--- src/rtl/clk_freq_monitor.sv ---
// clk_freq_monitor
//   Measures a generated clock against the reference clock. Rising edges of
//   meas_clk_in are counted over a gate window of GATE_CYCLES reference
//   cycles and compared against EXP_COUNT +/- TOL. After LOCK_WINDOWS
//   consecutive passing windows, with the wizard reporting lock, freq_ok is
//   raised. An out-of-tolerance window sets the sticky freq_err.
//
// Ports
//   clk_0        in   reference clock; all logic on its rising edge
//   rst_0        in   asynchronous active-low reset
//   meas_clk_in  in   clock under test (asynchronous, sampled as data)
//   locked_in    in   wizard lock indication (asynchronous)
//   enable       in   synchronous run enable
//   err_clr      in   synchronous clear of freq_err
//   edge_count   out  edge count of the last completed window
//   count_valid  out  one-cycle pulse when edge_count updates
//   freq_ok      out  qualified frequency-good flag
//   freq_err     out  sticky out-of-tolerance flag
//
// state     | meaning
// ----------+--------------------------------------------------------
// IDLE      | disabled, counters and qualification cleared
// WAIT_LOCK | enabled, waiting for synchronized lock
// MEASURE   | gate window running, counting edges
// EVAL      | one cycle: publish count, judge window, restart gate

module clk_freq_monitor #(
  parameter int GATE_CYCLES  = 1000,
  parameter int EXP_COUNT    = 100,
  parameter int TOL          = 2,
  parameter int LOCK_WINDOWS = 4,
  parameter int CNT_W        = 16
) (
  input  logic             clk_0,
  input  logic             rst_0,
  input  logic             meas_clk_in,
  input  logic             locked_in,
  input  logic             enable,
  input  logic             err_clr,
  output logic [CNT_W-1:0] edge_count,
  output logic             count_valid,
  output logic             freq_ok,
  output logic             freq_err
);

  localparam int GOOD_W = $clog2(LOCK_WINDOWS + 1);

  localparam logic [CNT_W-1:0]  GATE_LAST = CNT_W'(GATE_CYCLES - 1);
  localparam logic [CNT_W-1:0]  CNT_MAX   = {CNT_W{1'b1}};
  localparam logic [CNT_W:0]    EXP_EXT   = (CNT_W + 1)'(EXP_COUNT);
  localparam logic [CNT_W:0]    TOL_EXT   = (CNT_W + 1)'(TOL);
  localparam logic [GOOD_W-1:0] GOOD_MAX  = GOOD_W'(LOCK_WINDOWS);

  typedef enum logic [1:0] {
    IDLE      = 2'd0,
    WAIT_LOCK = 2'd1,
    MEASURE   = 2'd2,
    EVAL      = 2'd3
  } state_t;

  state_t state_q, state_d;

  logic meas_s1_q, meas_s2_q, meas_hist_q;
  logic lock_s1_q, lock_s2_q;

  logic [CNT_W-1:0]  gate_cnt_q, gate_cnt_d;
  logic [CNT_W-1:0]  edge_cnt_q, edge_cnt_d;
  logic [GOOD_W-1:0] good_cnt_q, good_cnt_d;
  logic [CNT_W-1:0]  edge_count_q, edge_count_d;
  logic              count_valid_q, count_valid_d;
  logic              freq_ok_q, freq_ok_d;
  logic              freq_err_q, freq_err_d;

  logic             edge_det;
  logic             lock_s;
  logic [CNT_W:0]   edge_ext;
  logic [CNT_W:0]   diff;
  logic             win_pass;

  // Input conditioning: two-flop synchronizers, plus a history flop on the
  // measured clock so a rising edge is seen as sync2=1, hist=0.
  always_ff @(posedge clk_0 or negedge rst_0) begin
    if (!rst_0) begin
      meas_s1_q   <= 1'b0;
      meas_s2_q   <= 1'b0;
      meas_hist_q <= 1'b0;
      lock_s1_q   <= 1'b0;
      lock_s2_q   <= 1'b0;
    end else begin
      meas_s1_q   <= meas_clk_in;
      meas_s2_q   <= meas_s1_q;
      meas_hist_q <= meas_s2_q;
      lock_s1_q   <= locked_in;
      lock_s2_q   <= lock_s1_q;
    end
  end

  assign edge_det = meas_s2_q & ~meas_hist_q;
  assign lock_s   = lock_s2_q;

  // Absolute deviation one bit wider than the counter so it cannot wrap.
  assign edge_ext = {1'b0, edge_cnt_q};
  assign diff     = (edge_ext >= EXP_EXT) ? (edge_ext - EXP_EXT) : (EXP_EXT - edge_ext);
  assign win_pass = (diff <= TOL_EXT);

  always_comb begin
    state_d       = state_q;
    gate_cnt_d    = gate_cnt_q;
    edge_cnt_d    = edge_cnt_q;
    good_cnt_d    = good_cnt_q;
    edge_count_d  = edge_count_q;
    count_valid_d = 1'b0;
    freq_err_d    = freq_err_q;

    // Clear first so a failing EVAL below overrides it in the same cycle.
    if (err_clr) freq_err_d = 1'b0;

    if (!enable) begin
      state_d    = IDLE;
      gate_cnt_d = '0;
      edge_cnt_d = '0;
      good_cnt_d = '0;
    end else begin
      unique case (state_q)
        IDLE: begin
          gate_cnt_d = '0;
          edge_cnt_d = '0;
          good_cnt_d = '0;
          state_d    = WAIT_LOCK;
        end
        WAIT_LOCK: begin
          gate_cnt_d = '0;
          edge_cnt_d = '0;
          if (lock_s) state_d = MEASURE;
        end
        MEASURE: begin
          if (!lock_s) begin
            gate_cnt_d = '0;
            edge_cnt_d = '0;
            good_cnt_d = '0;
            state_d    = WAIT_LOCK;
          end else begin
            gate_cnt_d = gate_cnt_q + 1'b1;
            if (edge_det && (edge_cnt_q != CNT_MAX)) edge_cnt_d = edge_cnt_q + 1'b1;
            if (gate_cnt_q == GATE_LAST) state_d = EVAL;
          end
        end
        EVAL: begin
          gate_cnt_d = '0;
          edge_cnt_d = '0;
          if (!lock_s) begin
            // Lock lost: the window is dropped without publishing a count.
            good_cnt_d = '0;
            state_d    = WAIT_LOCK;
          end else begin
            edge_count_d  = edge_cnt_q;
            count_valid_d = 1'b1;
            if (win_pass) begin
              if (good_cnt_q != GOOD_MAX) good_cnt_d = good_cnt_q + 1'b1;
            end else begin
              good_cnt_d = '0;
              freq_err_d = 1'b1;
            end
            state_d = MEASURE;
          end
        end
        default: state_d = IDLE;
      endcase
    end

    freq_ok_d = (good_cnt_d == GOOD_MAX) && ((state_d == MEASURE) || (state_d == EVAL));
  end

  always_ff @(posedge clk_0 or negedge rst_0) begin
    if (!rst_0) begin
      state_q       <= IDLE;
      gate_cnt_q    <= '0;
      edge_cnt_q    <= '0;
      good_cnt_q    <= '0;
      edge_count_q  <= '0;
      count_valid_q <= 1'b0;
      freq_ok_q     <= 1'b0;
      freq_err_q    <= 1'b0;
    end else begin
      state_q       <= state_d;
      gate_cnt_q    <= gate_cnt_d;
      edge_cnt_q    <= edge_cnt_d;
      good_cnt_q    <= good_cnt_d;
      edge_count_q  <= edge_count_d;
      count_valid_q <= count_valid_d;
      freq_ok_q     <= freq_ok_d;
      freq_err_q    <= freq_err_d;
    end
  end

  assign edge_count  = edge_count_q;
  assign count_valid = count_valid_q;
  assign freq_ok     = freq_ok_q;
  assign freq_err    = freq_err_q;

endmodule

--- config.mk ---
export PLATFORM = sky130hd
export DESIGN_NAME = clk_freq_monitor
export DESIGN_NICKNAME = d
export VERILOG_FILES = /design/src/rtl/clk_freq_monitor.sv
export SDC_FILE = /design/constraint.sdc
export NUM_CORES = 1
export LEC_CHECK = 0
export BUFFER_PORTS_ARGS = -buffer_cell sky130_fd_sc_hd__buf_2
export CORE_MARGIN = 4
export CORE_UTILIZATION = 50
export CTS_BUF_LIST = sky130_fd_sc_hd__clkbuf_4 sky130_fd_sc_hd__clkbuf_8
export CTS_CLUSTER_DIAMETER = 60
export CTS_CLUSTER_SIZE = 12
export DETAILED_ROUTE_END_ITERATION = 16
export PLACE_DENSITY = 0.68
export SYNTH_ARGS = -nofsm -noshare
export SYNTH_HDL_FRONTEND = slang
export SYNTH_SLANG_ARGS = --single-unit
--- constraint.sdc ---
create_clock -name clk_0 -period 7.3 [get_ports clk_0]
set_clock_uncertainty 0.15 [all_clocks]
set_input_delay 0 -clock clk_0 [delete_from_list [all_inputs] [get_ports clk_0]]
set_output_delay 0 -clock clk_0 [all_outputs]
set_load 0.005 [all_outputs]
# Yosys cells after proc, flatten, opt, wreduce, memory -nomap -nowiden
# Cells that the tools add are included.
# W data, S select, Z words.
# classes
addsub,5
muxes,28
eq_ne,10
n_bitwise,2
n_reduce_logical,6
magnitude_cmp,2
# op_table
op,n
$mux W16,5
$pmux W16 S2,2
$add A16 B1 Y16 const B,2
$le A17 B2 Y1 const B,1
$mux W17,1
$sub A16 B7 Y17 const B,1
$sub A7 B16 Y17 const A,1
$eq A16 B10 Y1 const B,1
$ge A16 B7 Y1 const B,1
$ne A16 B16 Y1 const B,1
$mux W3,5
$mux W2,5
$pmux W3 S3,1
$eq A2 B2 Y1 const B,4
$mux W1,8
$pmux W2 S4,1
$ne A4 B4 Y1 const B,1
$add A3 B1 Y3 const B,1
$eq A3 B3 Y1 const B,1
$ne A3 B3 Y1 const B,1
$reduce_and A3 Y1,1
$reduce_or A3 Y1,1
$eq A2 B1 Y1 const B,1
$logic_and A1 B1 Y1,2
other kinds (4),4
# totals
word_cells,66
reg_bits,61
in_bits,6

# Logic depth before layout (Yosys ltp)
# depth
word_depth,9
depth_mapped,11
depth_no_buf,10

# Worst setup path after synthesis
# Ideal clock, no wire load.
# synth_path
kind,register -> register
startpoint,register edge_cnt_q[2]
endpoint,"register freq_ok_q, in the netlist freq_ok"
path_buffers,1
period_less_slack_ns,2.575
path_stages_with_launch,12
setup_slack_ns,4.725
arrival_ns,2.348
cell_sequence,dfrtp_1 clkbuf_1 inv_1 ha_1 nor2b_1 a211oi_1 o31ai_1 o31ai_1 o2111ai_1 nor4_4 nand4_1 a21oi_1
# synth_between
elab_chain_cells,9
elab_cells_between_ends,11
# synth_rtl
item,line,rtl
"start, declared",67,"logic [CNT_W-1:0] edge_cnt_q, edge_cnt_d;"
"start signal, assigned",187,edge_cnt_q <= edge_cnt_d;
$sub A7 B16 Y17 (tied with other cells),103,assign diff = (edge_ext >= EXP_EXT) ? (edge_ext - EXP_EXT) : (EXP_EXT - edge_ext);
$mux W17 *,103,
$le A17 B2 Y1 *,104,assign win_pass = (diff <= TOL_EXT);
$mux W3 *,158,if (win_pass) begin
$mux W3 *,151,if (!lock_s) begin
$pmux W3 S3 *,124,unique case (state_q)
$mux W3 *,118,if (!enable) begin
$eq A3 B3 Y1 *,171,freq_ok_d = (good_cnt_d == GOOD_MAX) && ((state_d == MEASURE) || (state_d == EVAL));
$logic_and A1 B1 Y1 *,171,
via freq_ok_d,71,"logic freq_ok_q, freq_ok_d;"
"end signal, assigned",191,freq_ok_q <= freq_ok_d;
"end, declared",71,
# Mark *: on every way through the listed nets, which the timed path passes. The rest lies on a longest branch.
# A chain may end at the register's enable or synchronous reset.

# Final worst setup path
# layout_path
startpoint,register edge_cnt_q[4]
endpoint,"register freq_ok_q, in the netlist freq_ok"
# Same word-level chain as after synthesis.

==> results.json <==
{
  "dp_hpwl_mm": 4.570,
  "clk_latency_ns": 0.34,
  "antenna_cells": 0,
  "grt_pass1_wl_mm": 11.63,
  "synth_seq_cells": 61,
  "place_area_um2": 3392,
  "ys_types": 51,
  "yosysMostFrequentCell": "dfrtp_1",
  "worstMarginPinSlew_ns": 0.8250,
  "setup_viol": 0,
  "postCtsResizedCells": 0,
  "core_um2": 6350,
  "start_kind": "register",
  "relSlewSlack_pct": 44.84,
  "antenna_found_initial": 0,
  "numCtsBuffers": 9,
  "status": "finished, final reports clean",
  "cts-root-buf": "clkbuf_8",
  "min-delay-start": "meas_clk_in",
  "netlist_top_cells_count": "dfrtp_1, nand2_1, nor2_1",
  "hold_path_depth": 2,
  "fillerInstances": 567,
  "regToRegStartpoint": "edge_cnt_q[4]",
  "required_ns": 7.42,
  "grt_util_all_layers_pct": 19.17,
  "cap_violations": 0,
  "routed_via_density": 5.438,
  "crit_fanout": 16,
  "period_needed_ns": 3.108,
  "netlist_area_um2": 3254,
  "dr.first_iter.drc_count": 201,
  "fin_total_pwr_uw": 685.8,
  "irDropWorstVdd_mv": 0.1492,
  "yosys_most_used_dff": "dfrtp_1",
  "avgSynthCellArea_um2": 9.065,
  "route.detailed.drc": 0,
  "die_y_um": 88.68,
  "hold_class": "primary input to register",
  "fin_setup_tns_ns": 0,
  "cpPeakStageDelay_ns": 0.55,
  "final_util_pct": 57.56,
  "yosysSeqAreaShare_pct": 46.91,
  "die_area_um2": 7863,
  "cts_tree": "built",
  "cp-end-kind": "register",
  "portBuffers": 24,
  "rsz0062_at_grt": "no",
  "path_delay_family": "compound AO/OA/AOI/OAI gates",
  "cts.sinks": 61,
  "synth_largest_area_cell": "dfrtp_1",
  "clkTransAtPathRegs_ns": 0.07,
  "gp_congestion": 0.9510,
  "crit_path_cell_trace": "o311ai_1 > and4_1 > nand2_2 > a2111oi_0 > o221ai_1 > nor4_4 > nand4_1 > a21oi_1",
  "powerDensity_nw_per_um2": 187.7,
  "antenna_left": 0,
  "post_cts_buffers": 0,
  "die_width_um": 88.68,
  "synth_top_cell_area_share_pct": 46.91,
  "synthTopCellsByArea": "dfrtp_1, nand2_1, nor2_1",
  "dr.pass1.iters": 4,
  "netlist_instances": 359,
  "whs_endpoint": "meas_s1_q",
  "fmax_ghz": 0.3217,
  "cp_num_buf_inv": 0,
  "final_nets": 398,
  "critical_path_class": "register to register",
  "grt_max_degree": 62,
  "wl_per_cell_um": 14.51,
  "fin_crit_sh_pct": 42.58,
  "wl_mm": 6.720,
  "r2r_slack_ns": 4.19,
  "hold_viol_final": 0,
  "htreeDepth": 3,
  "yosysWarnings": 0,
  "grt_pass1_vias": 2486,
  "p_leak_uw": 0.001615,
  "gr-total-overflow": 0,
  "worstRegToRegCells": 8,
  "num_rows": 29,
  "r2r_end": "freq_ok",
  "maxSlewViolCount": 0,
  "start_util_pct": 51.25,
  "drive_above_1_share_pct": 12.44,
  "async_flop_share_pct": 100.0,
  "area_delta_synth_final_pct": 12.30,
  "cts-hold-fix-buffers": 5,
  "cts_buffer_depth": 2,
  "synth_edf_count": 0,
  "dr_total_vias": 2518,
  "cp_slowest_cell": "dfrtp_1",
  "design.portCount": 25,
  "arrival_ns": 3.23,
  "finalInstanceArea_um2": 3655,
  "syn-num-nets": 375
}
-- routing by layer --
| layer | GRT usage, % | routed length (um) | vias up | part of all wire (%) |
|---|---|---|---|---|
| met5 | 0 | 0 | - | 0 |
| met4 | 6.593 | 91 | 0 | 1.4 |
| met3 | 5.028 | 306 | 10 | 4.6 |
| met2 | 29.28 | 3009 | 53 | 45 |
| met1 | 26.43 | 3312 | 1182 | 49 |
| li1 | - | - | 1273 | - |
-- worst max path at each step --
| stage | startpoint | endpoint | slack [ns] | depth (start not counted) |
|---|---|---|---|---|
| finish | edge_cnt_q[4] | freq_ok | 4.19 | 8 |
| global route | edge_cnt_q[4] | freq_ok | 3.91 | 8 |
| CTS | edge_cnt_q[4] | freq_ok | 4.24 | 8 |
| detailed placement | edge_cnt_q[4] | freq_ok | 4.25 | 8 |
| global placement | edge_cnt_q[4] | freq_ok | 4.15 | 8 |
| floorplan | edge_cnt_q[2] | freq_ok | 4.72 | 11 |
-- final cells by class --
class	instances	area (um^2)	area share, %
Multi-Input combinational cell	265	1582	43.27
Inverter	14	52.55	1.438
Clock inverter	4	73.82	2.020
Sequential cell	61	1526	41.77
Clock buffer	11	138.9	3.800
Tap cell	77	96.34	2.636
Timing Repair Buffer	31	185.2	5.067
-- registers in the layout, summed over array words and instances (netlist names) --
register / flops
edge_cnt_q: 16
edge_count: 16
gate_cnt_q: 16
good_cnt_q: 3
state_q: 2
count_valid: 1
freq_err: 1
freq_ok: 1
lock_s: 1
lock_s1_q: 1
meas_hist_q: 1
meas_s1_q: 1
meas_s2_q: 1
-- worst register-to-register path, cell delays in order, from the launching register on --
cell and delay, ns:
dfrtp_1 0.55, o311ai_1 0.54, and4_1 0.30, nand2_2 0.10, a2111oi_0 0.40, o221ai_1 0.27, nor4_4 0.38, nand4_1 0.18
a21oi_1 0.17
-- logic make-up (layout without fill, tap and decap cells) --
group           count (synthesis)  count (layout)  synth area share (%)
fa+ha+maj                      12              12                 4.460
buf+inv                        33              60                 4.498
simple gates                  167             167                 24.34
flops                          61              61                 46.90
xor+xnor                       28              28                 7.536
compound gates                 56              56                 11.65
mux                             2               2                0.6152
-- layout by cell type (no fill, tap or decap), types with 3 or more instances in the layout --
master,synthesis,layout
nand2b_1,3,3
inv_1,14,14
dfrtp_1,61,61
nor2_1,42,42
o21ai_0,16,16
nand3_1,16,16
nor3_1,7,7
ha_1,10,10
nor2b_1,6,6
a21oi_1,14,14
and2_1,6,6
xor2_1,14,14
clkbuf_8,0,9
buf_2,6,24
or3_1,7,7
dlygate4sd3_1,0,5
a211oi_1,3,3
xnor2_1,14,14
nand4_1,9,9
nand2_1,58,58
-- report_power, final --
part,internal (uW),switching [uW],leakage (uW)
clock,198,128,0.000110
sequential,340,2.37,0.000839
combinational,6.10,11.3,0.000666
-- metrics by stage --
step	hold slack (ns)	instances	setup slack, ns
after CTS	0.1381	463	4.242
after global routing	0.1510	463	3.906
after global placement	-0.04251	443	4.150
after detailed placement	-0.03927	443	4.246
after floorplan	-0.4456	359	4.725
final	0.1540	463	4.192
Note: power is estimated with default switching activity, not from simulation.
